`config.mk`:
```
export PLATFORM = sky130hd
export DESIGN_NAME = jedro_1_trap_ctrl
export DESIGN_NICKNAME = d
export VERILOG_FILES = /design/src/rtl/jedro_1_trap_ctrl.sv
export SDC_FILE = /design/constraint.sdc
export NUM_CORES = 1
export LEC_CHECK = 0
export BUFFER_PORTS_ARGS = -buffer_cell sky130_fd_sc_hd__buf_2
export CAP_MARGIN = 20
export CELL_PAD_IN_SITES_DETAIL_PLACEMENT = 1
export CELL_PAD_IN_SITES_GLOBAL_PLACEMENT = 1
export CORE_UTILIZATION = 28
export DETAILED_ROUTE_END_ITERATION = 8
export HOLD_SLACK_MARGIN = 0.08
export PLACE_DENSITY_LB_ADDON = 0.1
export SLEW_MARGIN = 10
export SYNTH_ARGS = -nofsm -noshare
export SYNTH_HDL_FRONTEND = slang
export SYNTH_SLANG_ARGS = --single-unit
```
`constraint.sdc`:
```
create_clock -name clk_i -period 2.3 [get_ports clk_i]
set_input_delay 0.23 -clock clk_i [delete_from_list [all_inputs] [get_ports clk_i]]
set_output_delay 0.23 -clock clk_i [all_outputs]
set_load 0.05 [all_outputs]
```
`src/rtl/jedro_1_trap_ctrl.sv`:
```
// jedro_1_trap_ctrl: trap sequencer arbitrating exceptions, MRET and machine interrupts
module jedro_1_trap_ctrl #(
  parameter int DATA_WIDTH       = 32,
  parameter int FLUSH_MAX_CYCLES = 16
) (
  input  logic                  clk_i,
  input  logic                  rst_i,
  input  logic                  exc_valid_i,
  input  logic [3:0]            exc_cause_i,
  input  logic [DATA_WIDTH-1:0] exc_pc_i,
  input  logic [DATA_WIDTH-1:0] exc_tval_i,
  input  logic                  mret_i,
  input  logic [DATA_WIDTH-1:0] next_pc_i,
  input  logic                  irq_ext_i,
  input  logic                  irq_sw_i,
  input  logic                  irq_timer_i,
  input  logic                  mstatus_mie_i,
  input  logic                  mstatus_mpie_i,
  input  logic [DATA_WIDTH-1:0] mie_i,
  input  logic [DATA_WIDTH-1:0] mtvec_i,
  input  logic [DATA_WIDTH-1:0] mepc_i,
  input  logic                  lsu_idle_i,
  output logic                  exc_ack_o,
  output logic                  busy_o,
  output logic                  flush_o,
  output logic                  csr_trap_we_o,
  output logic [DATA_WIDTH-1:0] csr_mepc_o,
  output logic [DATA_WIDTH-1:0] csr_mcause_o,
  output logic [DATA_WIDTH-1:0] csr_mtval_o,
  output logic                  csr_mstatus_we_o,
  output logic                  csr_mie_o,
  output logic                  csr_mpie_o,
  output logic                  jmp_o,
  output logic [DATA_WIDTH-1:0] jmp_addr_o
);
  localparam int CW = $clog2(FLUSH_MAX_CYCLES);
  typedef enum logic [2:0] {IDLE, FLUSH, COMMIT, JUMP, MRET} state_t;
  state_t                state;
  logic [DATA_WIDTH-1:0] cause_q, pc_q, tval_q, vec_off;
  logic [CW-1:0]         cnt;
  logic                  mei, msi, mti, irq_pend, unused_bits;
  logic [3:0]            irq_code;
  assign mei         = irq_ext_i & mie_i[11];
  assign msi         = irq_sw_i & mie_i[3];
  assign mti         = irq_timer_i & mie_i[7];
  assign irq_pend    = mstatus_mie_i & (mei | msi | mti);
  assign irq_code    = mei ? 4'd11 : msi ? 4'd3 : 4'd7;
  assign unused_bits = ^{mie_i[DATA_WIDTH-1:12], mie_i[10:8], mie_i[6:4], mie_i[2:0],
                         cause_q[DATA_WIDTH-2:4]};
  // sequencer: arbitrate in IDLE, then flush, commit CSRs and redirect fetch
  always_ff @(posedge clk_i) begin
    if (rst_i) begin
      state   <= IDLE;
      cause_q <= '0;
      pc_q    <= '0;
      tval_q  <= '0;
      cnt     <= '0;
    end else begin
      case (state)
        IDLE: begin
          cnt <= '0;
          if (exc_valid_i) begin
            cause_q <= {{(DATA_WIDTH-4){1'b0}}, exc_cause_i};
            pc_q    <= exc_pc_i;
            tval_q  <= exc_tval_i;
            state   <= FLUSH;
          end else if (mret_i) begin
            state <= MRET;
          end else if (irq_pend) begin
            cause_q <= {1'b1, {(DATA_WIDTH-5){1'b0}}, irq_code};
            pc_q    <= next_pc_i;
            tval_q  <= '0;
            state   <= FLUSH;
          end
        end
        FLUSH: begin
          cnt <= cnt + 1'b1;
          if (lsu_idle_i || cnt == CW'(FLUSH_MAX_CYCLES-1)) state <= COMMIT;
        end
        COMMIT:  state <= JUMP;
        default: state <= IDLE;
      endcase
    end
  end
  // outputs are pure decodes of the state; data buses stay zero while their strobe is low
  always_comb begin
    exc_ack_o        = (state == IDLE) & (exc_valid_i | mret_i);
    busy_o           = state != IDLE;
    flush_o          = state == FLUSH;
    csr_trap_we_o    = state == COMMIT;
    csr_mepc_o       = csr_trap_we_o ? pc_q : '0;
    csr_mcause_o     = csr_trap_we_o ? cause_q : '0;
    csr_mtval_o      = csr_trap_we_o ? tval_q : '0;
    csr_mstatus_we_o = (state == COMMIT) | (state == MRET);
    csr_mie_o        = (state == MRET) & mstatus_mpie_i;
    csr_mpie_o       = (state == COMMIT) ? mstatus_mie_i : (state == MRET);
    jmp_o            = (state == JUMP) | (state == MRET);
    vec_off          = (mtvec_i[1:0] == 2'b01 && cause_q[DATA_WIDTH-1]) ?
                       {{(DATA_WIDTH-6){1'b0}}, cause_q[3:0], 2'b00} : '0;
    jmp_addr_o       = (state == JUMP) ? {mtvec_i[DATA_WIDTH-1:2], 2'b00} + vec_off :
                       (state == MRET) ? mepc_i : '0;
  end
endmodule

```
==> results.sh, run 1 <==
export IMPL_status="complete, but fails checks"
export IMPL_violations="setup timing"
export IMPL_cts_tree="yes"
export IMPL_clock_sinks=76
export IMPL_clk_latency_ns=0.33
export IMPL_crit_top_cell="buf_6"
export IMPL_syn_inst=564
export IMPL_critPathLaunchType="register"
export IMPL_track_usage_pct=18.6
export IMPL_ios=342
export IMPL_end_kind="output port"
export IMPL_ys_seq_elements=76
export IMPL_drtIter0Drc=99
export IMPL_synthesis_area_mm2=0.00484
export IMPL_ant_nets=0
export IMPL_required_ns=2.07
export IMPL_core_area_mm2=0.0168
export IMPL_crit_buf_inv=3
export IMPL_critical_path_max_stage_delay_ns=0.32
export IMPL_pwr_density_cell_mw_per_mm2=571
export IMPL_grt_pass1_vias=5330
export IMPL_clockBufferDepth=2
export IMPL_grt_overflow=0
export IMPL_crit_arrival_ns=2.33
export IMPL_antenna_found_initial=2
export IMPL_reg2reg_from="state[0]"
export IMPL_gp_congestion=0.762
export IMPL_setup_ws_ns=-0.264
export IMPL_die_area_mm2=0.0178
export IMPL_cts_buffers=9
export IMPL_crit_type="reg -> out"
export IMPL_peakVddDrop_uv=266
export IMPL_numPortBuffers=285
export IMPL_yosys_warnings=0
export IMPL_grt_max_degree=51
export IMPL_setup_tns_ns=-5.60
export IMPL_syn_area_per_cell_um2=8.59
export IMPL_area_growth_syn_to_layout_pct=54.5
export IMPL_rsz0062_at_grt="yes"
export IMPL_report_final_hold_viol_count=0
export IMPL_async_flop_share_pct=0
export IMPL_root_buffer="clkbuf_16"
export IMPL_crit_path_max_fanout=4
export IMPL_drt_pass1_iter_count=4
export IMPL_post_place_ws_ns=-0.213
export IMPL_nets=1068
export IMPL_cp_cell_sequence="nand2_2 -> nor2_4 -> and2_4 -> ha_4 -> buf_6 -> o21ai_1 -> o21bai_1 -> buf_4 -> nand4_1 -> xor2_1 -> o21ai_2 -> buf_6"
export IMPL_fmax_mhz=390
export IMPL_slew_headroom_pct=49.6
export IMPL_fillers=2031
export IMPL_wirelength_mm=16.8
export IMPL_drv_slew=0
export IMPL_cap_violations=0
export IMPL_crit_slowest_cell="dfxtp_2"
export IMPL_drive_gt1_share_pct=51.3
export IMPL_viasPerCell=4.67
export IMPL_rows=47
export IMPL_synth_edf_count=0
export IMPL_die_width_um=134
export IMPL_reg2regPathDepth=5
export IMPL_fin_util_pct=44.6
export IMPL_leakage_nw=3.56
export IMPL_synthFlopType="dfxtp_1"
export IMPL_fin_skew_ns=0.0100
export IMPL_grt_pass1_wl_mm=26.5
export IMPL_clk_pin_slew_ns=0.06
export IMPL_routed_via_count=5056
export IMPL_cts_htree_levels=3
export IMPL_yosysSeqAreaShare_pct=31.4
export IMPL_setup_violations=27
export IMPL_worst_slew_pin_slew_ns=0.754
export IMPL_die_y_um=134
export IMPL_drcViolationCount=0
export IMPL_routedWlPerCell_um=15.5
export IMPL_crit_family="buffers and inverters"
export IMPL_final_min_clock_period_ns=2.56
export IMPL_hpwlAfterDp_mm=13.1
export IMPL_yosysUniqueCellTypes=48
export IMPL_worstHoldStart="exc_tval_i[25]"
export IMPL_crit_start="cause_q[31]"
export IMPL_hold_path_class="in -> reg"
export IMPL_cp_num_cells=12
export IMPL_initial_utilization_pct=28.9
export IMPL_timing_final_crit_share_pct=111
export IMPL_hold_path_depth=2
export IMPL_cts_hold_buffers_added=0
-- final cells by class --
| type | count | area (µm²) | area share (%) |
|---|---|---|---|
| repair buffers | 321 | 1950 | 26.0 |
| clock buffers | 9 | 225 | 3.01 |
| inverters | 4 | 15.0 | 0.201 |
| clock inverters | 7 | 100 | 1.34 |
| multi-input cells | 444 | 3390 | 45.3 |
| diodes | 2 | 5.00 | 0.0669 |
| well taps | 220 | 275 | 3.68 |
| flip-flops and latches | 76 | 1520 | 20.4 |
-- stage by stage --
stage | instances | instance area (µm²) | total power [W] | hold WS, ns
finish | 1083 | 7480 | 0.00428 | 0.106
global route | 1083 | 7480 | 0.00451 | 0.0916
CTS | 1076 | 7380 | 0.00433 | 0.0925
detailed placement | 1055 | 6630 | 0.00273 | 0.444
global placement | 1055 | 6630 | 0.00270 | 0.441
floorplan | 590 | 5070 | 0.00241 | 0.355
-- synthesized netlist by cell type, types with 2 or more instances --
| library cell | count | area, µm² |
|---|---|---|
| and2_1 | 77 | 482 |
| dfxtp_1 | 76 | 1520 |
| nor2_1 | 51 | 191 |
| nand2_1 | 43 | 161 |
| o21ai_0 | 35 | 175 |
| a22o_1 | 34 | 298 |
| mux2i_1 | 32 | 320 |
| a211oi_2 | 30 | 375 |
| buf_4 | 29 | 218 |
| clkbuf_1 | 25 | 93.8 |
| xor2_1 | 22 | 193 |
| nand3_1 | 16 | 80.1 |
| nand4_1 | 11 | 68.8 |
| a21oi_1 | 9 | 45.0 |
| nor3_1 | 8 | 40.0 |
| buf_6 | 6 | 67.6 |
| a211oi_1 | 5 | 37.5 |
| and3_1 | 5 | 31.3 |
| buf_2 | 5 | 25.0 |
| ha_1 | 5 | 62.6 |
| xnor2_1 | 4 | 35.0 |
| inv_1 | 3 | 11.3 |
| mux2_2 | 3 | 33.8 |
| nand2b_1 | 3 | 18.8 |
| and4_1 | 2 | 17.5 |
| nor2b_1 | 2 | 12.5 |
| nor3b_2 | 2 | 25.0 |
-- repair_timing --
item                       4_1_cts  5_1_grt
hold endpoints to repair         0        0
buffers inserted                 5        5
resized for setup               97       16
pin swaps                       30       19
setup endpoints to repair       29       34
-- state kept, by name, summed over array words and instances (netlist names) --
name	cells
state	3
cnt	4
tval_q	32
cause_q	5
pc_q	32
-- power by group --
part	switching (W)	total, W	internal [W]
sequential	0.0000778	0.00153	0.00146
clock	0.000574	0.00153	0.000958
combinational	0.000770	0.00121	0.000441
-- final timing paths --
check	slack, ns	endpoint
hold reg to reg	0.47	tval_q[30]
setup reg to reg	0.24	tval_q[9]
hold / removal	0.11	tval_q[25]
setup / recovery	-0.26	jmp_addr_o[25]
-- layout by cell type (no fill, tap or decap), types with 4 or more instances in the layout --
cell type,count
buf_2,256
dfxtp_1,75
and2_1,73
nor2_1,49
nand2_1,39
a22o_1,34
buf_6,34
mux2i_1,32
a211oi_2,31
conb_1,27
buf_4,27
o21ai_2,22
xor2_1,19
nand4_1,11
clkbuf_16,9
nor3_1,8
nand3_1,7
nand3_2,6
a21oi_1,6
o21ai_1,5
and3_1,5
o21ai_0,5
and2_4,4
a211oi_1,4
ha_4,4
buf_12,4
-- cells by family (layout without fill, tap and decap cells) --
group	count (synthesis)	after routing	share of synthesized area, %
xor+xnor	26	26	4.70
mux	35	35	7.31
other cells	1	29	0.0774
buf+inv	70	341	8.73
simple gates	228	228	25.0
flops	76	76	31.4
fa+ha+maj	6	6	1.71
compound gates	122	122	21.1
-- layer usage --
metal | vias up | GRT usage [%] | wire length, µm
met1 | 2348 | 18.7 | 6230
met2 | 194 | 36.8 | 9130
met3 | 19 | 4.79 | 1150
met4 | 0 | 5.87 | 296
met5 | - | 0 | 0
li1 | 2495 | - | -
No activity file was read; power rests on OpenSTA's default activity.
==> inputs of run 2 (changes only) <==
--- a/config.mk
+++ b/config.mk
@@ -9,7 +9,7 @@
 export CAP_MARGIN = 20
 export CELL_PAD_IN_SITES_DETAIL_PLACEMENT = 1
 export CELL_PAD_IN_SITES_GLOBAL_PLACEMENT = 1
-export CORE_UTILIZATION = 28
+export CORE_UTILIZATION = 26
 export DETAILED_ROUTE_END_ITERATION = 8
 export HOLD_SLACK_MARGIN = 0.08
 export PLACE_DENSITY_LB_ADDON = 0.1
==> constraint.sdc (replaced) <==
create_clock -name clk_i -period 2.2 [get_ports clk_i]
set_input_delay 0.22 -clock clk_i [delete_from_list [all_inputs] [get_ports clk_i]]
set_output_delay 0.22 -clock clk_i [all_outputs]
set_load 0.05 [all_outputs]
==> run 2 against run 1 <==
The flow finishes with violations (DRC, setup timing). Clock skew decreased by 0.0055 ns. Combinational power increased by 13%. Sequential power increased by 5%. Clock power increased by 11%. Clock-buffer cell count increased by 2. Global-route usage increased by 0.33 points. Critical path type unchanged. Register-to-register slack improved by 0.03 ns. Flip-flop and latch count unchanged.
==> results.sh, run 2 (synthesis results as in run 1) <==
export IMPL_drive_gt1_share_pct=53.3
export IMPL_post_place_ws_ns=-0.683
export IMPL_dp_cells=1069
export IMPL_clk_latency_ns=0.34
export IMPL_grt_pass1_wl_mm=28.9
export IMPL_routedWlPerCell_um=16.5
export IMPL_wirelength_mm=18.3
export IMPL_clk_pin_slew_ns=0.06
export IMPL_grt_overflow=0
export IMPL_core_area_mm2=0.0181
export IMPL_rsz0062_at_grt="yes"
export IMPL_cap_violations=0
export IMPL_crit_path_max_fanout=7
export IMPL_peakVddDrop_uv=353
export IMPL_violations="DRC, setup timing"
export IMPL_drcViolationCount=50
export IMPL_critPathLaunchType="register"
export IMPL_hpwlAfterDp_mm=13.8
export IMPL_hold_path_class="in -> reg"
export IMPL_setup_ws_ns=-0.493
export IMPL_ios=342
export IMPL_drtIter0Drc=139
export IMPL_fin_skew_ns=0.00450
export IMPL_crit_type="reg -> out"
export IMPL_routed_via_count=5206
export IMPL_status="complete, but fails checks"
export IMPL_setup_violations=29
export IMPL_root_buffer="clkbuf_16"
export IMPL_end_kind="output port"
export IMPL_report_final_hold_viol_count=0
export IMPL_viasPerCell=4.69
export IMPL_grt_pass1_vias=5510
export IMPL_die_y_um=138
export IMPL_leakage_nw=3.77
export IMPL_placed_cell_area_mm2=0.00687
export IMPL_diodes=0
export IMPL_rows=49
export IMPL_antenna_found_initial=1
export IMPL_final_common_cell="buf_2"
export IMPL_final_min_clock_period_ns=2.69
export IMPL_slew_headroom_pct=64.6
export IMPL_area_growth_syn_to_layout_pct=65.5
export IMPL_fmax_mhz=371
export IMPL_cts_htree_levels=3
export IMPL_fin_cells=1110
export IMPL_required_ns=1.98
export IMPL_pwr_density_cell_mw_per_mm2=582
export IMPL_track_usage_pct=18.9
export IMPL_drv_slew=0
export IMPL_final_cell_area_mm2=0.00802
export IMPL_clockBufferDepth=2
export IMPL_final_cell_mix="buf_2, and2_1, dfxtp_1"
export IMPL_gp_congestion=0.881
export IMPL_die_width_um=138
export IMPL_grt_max_degree=55
export IMPL_cts_tree="yes"
export IMPL_reg_top3="pc_q (32), tval_q (32), cause_q (5)"
export IMPL_nets=1089
export IMPL_die_area_mm2=0.0192
export IMPL_initial_utilization_pct=26.8
export IMPL_cts_buffers=9
export IMPL_crit_arrival_ns=2.47
export IMPL_worst_slew_pin_slew_ns=0.531
export IMPL_ant_nets=0
export IMPL_drt_pass1_iter_count=6
export IMPL_timing_final_crit_share_pct=122
export IMPL_clock_sinks=76
export IMPL_numPortBuffers=285
==> run 2: changes by cell type in the layout (fill, tap and decap cells not counted), moves of 3 or more <==
cell	previous run	this run
o21ai_4	3	21
o21ai_2	22	6
xor2_1	19	8
xor2_2	3	14
dlygate4sd3_1	0	10
buf_8	0	6
buf_4	27	32
buf_12	4	8
buf_6	34	30
nand3_2	6	10
clkinv_4	3	0
==> run 2: per-stage QoR <==
| stage | power, W | hold slack (ns) | TNS, ns | util [%] |
|---|---|---|---|---|
| after floorplan | 0.00254 | 0.345 | -0.853 | - |
| after global placement | 0.00287 | 0.430 | -8.42 | 38.0 |
| after detailed placement | 0.00291 | 0.435 | -10.00 | 38.0 |
| after CTS | 0.00472 | 0.0807 | -11.85 | 43.8 |
| after global routing | 0.00490 | 0.0851 | -13.43 | 44.3 |
| final | 0.00467 | 0.0943 | -10.70 | 44.3 |
==> run 2: path summary, 6_finish.rpt <==
kind | startpoint | end | slack [ns] | cells past startpoint
max | cause_q[31] | jmp_addr_o[12] | -0.49 | 11
min | exc_tval_i[19] | tval_q[19] | 0.09 | 2
max reg2reg | state[1] | pc_q[20] | 0.27 | 6
min reg2reg | tval_q[19] | tval_q[19] | 0.47 | 1
==> run 2: layout make-up <==
cell class,instances,area [µm²]
Clock buffer,11,243
Clock inverter,4,97.6
Fill cell,2156,10100
Inverter,4,15.0
Multi-Input combinational cell,444,3640
Sequential cell,76,1530
Tap cell,229,287
Timing Repair Buffer,342,2210
==> run 2: routing by layer <==
layer,GRT usage (%),up-vias,part of all wire (%)
met5,0,-,0.071
met4,4.91,2,1.3
met3,5.26,19,7.4
met2,36.1,198,52
met1,20.3,2453,39
li1,-,2534,-
==> run 2: power by group <==
part	internal, W	switching (W)	leakage [nW]
registers	0.00152	0.0000752	0.627
logic	0.000513	0.000854	2.98
clock network	0.00113	0.000569	0.162
total	0.00317	0.00150	3.77
==> run 2: critical path, stage by stage (launching register included) <==
cell and delay (ns):
dfxtp_2 0.35, nand2_4 0.06, nor2_4 0.12, and2_4 0.18, ha_4 0.15, fa_2 0.22, nand3_2 0.11, a21oi_4 0.28
and4_4 0.28, xnor2_2 0.08, o21ai_4 0.13, buf_6 0.17
==> run 2: repair_timing <==
action / 4_1_cts / 5_1_grt
buffers inserted: 11 / 6
pin swaps: 26 / 14
endpoints found under the setup margin: 55 / 56
hold buffers: 10 / 0
cloned: 0 / 0
resized for setup: 124 / 18
endpoints found under the hold margin: 10 / 0
==> inputs of run 3 (changes only) <==
--- a/config.mk
+++ b/config.mk
@@ -9,6 +9,7 @@
 export CAP_MARGIN = 20
 export CELL_PAD_IN_SITES_DETAIL_PLACEMENT = 1
 export CELL_PAD_IN_SITES_GLOBAL_PLACEMENT = 1
+export CORE_MARGIN = 2
 export CORE_UTILIZATION = 26
 export DETAILED_ROUTE_END_ITERATION = 8
 export HOLD_SLACK_MARGIN = 0.08
@@ -17,3 +18,4 @@
 export SYNTH_ARGS = -nofsm -noshare
 export SYNTH_HDL_FRONTEND = slang
 export SYNTH_SLANG_ARGS = --single-unit
+export TNS_END_PERCENT = 50
==> run 3 against run 2 <==
Clock-buffer cell count decreased by 2. Register-to-register slack got worse by 0.02 ns. Global-route usage decreased by 1.5 points. The flow finishes with violations (setup timing). Critical path depth increased by 1. Combinational power decreased by 3%.
==> results.sh, run 3 (synthesis results as in run 1) <==
export IMPL_fmax_mhz=385
export IMPL_clk_latency_ns=0.34
export IMPL_drt_pass1_iter_count=4
export IMPL_peakVddDrop_uv=266
export IMPL_die_y_um=140
export IMPL_hpwlAfterDp_mm=13.8
export IMPL_crit_path_max_fanout=4
export IMPL_pwr_density_cell_mw_per_mm2=582
export IMPL_placed_cell_area_mm2=0.00679
export IMPL_cp_cell_sequence="nand2_4 -> nor2_4 -> and2_1 -> ha_4 -> buf_6 -> nand3_2 -> o22ai_4 -> buf_4 -> nand4_1 -> xor2_1 -> o21ai_4 -> buf_6"
export IMPL_hold_slack_ns=0.0938
export IMPL_fin_skew_ns=0.00926
export IMPL_critPathLaunchType="register"
export IMPL_initial_utilization_pct=26.7
export IMPL_final_common_cell="buf_2"
export IMPL_hold_path_class="in -> reg"
export IMPL_crit_slowest_cell="dfxtp_2"
export IMPL_drv_slew=0
export IMPL_end_kind="output port"
export IMPL_wirelength_mm=17.7
export IMPL_final_min_clock_period_ns=2.60
export IMPL_core_area_mm2=0.0181
export IMPL_cts_tree="yes"
export IMPL_leakage_nw=3.60
export IMPL_numPortBuffers=285
export IMPL_fin_cells=1101
export IMPL_reg_top3="pc_q (32), tval_q (32), cause_q (5)"
export IMPL_final_cell_area_mm2=0.00764
export IMPL_grt_overflow=0
export IMPL_die_width_um=140
export IMPL_fillers=2200
export IMPL_slew_headroom_pct=60.1
export IMPL_crit_top_cell="buf_6"
export IMPL_drive_gt1_share_pct=50.0
export IMPL_root_buffer="clkbuf_16"
export IMPL_status="complete, but fails checks"
export IMPL_clockBufferDepth=2
export IMPL_crit_type="reg -> out"
export IMPL_ios=342
export IMPL_cts_htree_levels=3
export IMPL_routedWlPerCell_um=16.1
export IMPL_grt_pass1_wl_mm=27.8
export IMPL_cap_violations=0
export IMPL_report_final_hold_viol_count=0
export IMPL_rows=49
export IMPL_worst_slew_pin_slew_ns=0.598
export IMPL_timing_final_crit_share_pct=118
export IMPL_dp_cells=1071
export IMPL_cts_buffers=9
export IMPL_routed_via_count=5114
export IMPL_ant_nets=0
export IMPL_clock_sinks=76
export IMPL_track_usage_pct=17.5
export IMPL_required_ns=1.98
export IMPL_drtIter0Drc=143
export IMPL_violations="setup timing"
export IMPL_drcViolationCount=0
export IMPL_critical_path_max_stage_delay_ns=0.33
export IMPL_post_place_ws_ns=-0.582
export IMPL_die_area_mm2=0.0197
export IMPL_clk_pin_slew_ns=0.07
export IMPL_gp_congestion=0.807
export IMPL_area_growth_syn_to_layout_pct=57.8
export IMPL_rsz0062_at_grt="yes"
export IMPL_setup_ws_ns=-0.397
export IMPL_grt_max_degree=47
export IMPL_antenna_found_initial=3
export IMPL_grt_pass1_vias=5410
export IMPL_crit_arrival_ns=2.38
export IMPL_nets=1077
export IMPL_viasPerCell=4.64
export IMPL_setup_violations=28
export IMPL_final_cell_mix="buf_2, dfxtp_1, and2_1"
-- run 3: metal layers --
metal,track usage [%],vias to the layer above,share of wire [%]
met5,0,-,0.073
met4,4.21,2,1.2
met3,5.44,17,8.1
met2,33.0,196,52
met1,18.9,2379,39
li1,-,2520,-
-- run 3: worst max-delay path, delay by kind of cell, from the launching register on --
family	cells	cell delay, ns
flops	1	0.33
xor+xnor	1	0.20
buf+inv	3	0.43
simple gates	5	0.49
compound gates	2	0.31
fa+ha+maj	1	0.28
-- run 3: metrics by stage --
step | util [%] | setup TNS (ns) | total power, W
after floorplan | - | -1.76 | 0.00253
after global placement | 37.4 | -7.34 | 0.00286
final | 42.1 | -8.86 | 0.00445
after detailed placement | 37.4 | -9.99 | 0.00290
after global routing | 42.1 | -12.23 | 0.00471
after CTS | 41.7 | -11.09 | 0.00452
-- run 3: final timing paths --
check | start | endpoint | slack, ns | depth (start not counted)
setup reg to reg | state[1] | pc_q[3] | 0.25 | 6
hold / removal | exc_tval_i[7] | tval_q[7] | 0.09 | 2
setup / recovery | cause_q[31] | jmp_addr_o[19] | -0.40 | 12
hold reg to reg | tval_q[13] | tval_q[13] | 0.47 | 1
-- run 3: layout make-up --
class	instances	area [µm²]	share of cell area, %
well taps	229	287	3.75
repair buffers	330	2030	26.6
clock inverters	7	80.1	1.05
flip-flops and latches	76	1520	19.9
multi-input cells	444	3480	45.5
inverters	4	15.0	0.196
diodes	2	5.00	0.0655
clock buffers	9	225	2.95
-- run 3: timing repair --
item,CTS,global route
setup endpoints to repair,29,29
buffers inserted,3,3
resized for setup,92,12
pin swaps,19,11
hold endpoints to repair,7,0
hold buffers,7,0
-- run 3: where the power goes --
group / switching (W) / internal (W)
registers: 0.0000761 / 0.00152
logic: 0.000834 / 0.000492
clock network: 0.000630 / 0.000895
total: 0.00154 / 0.00291
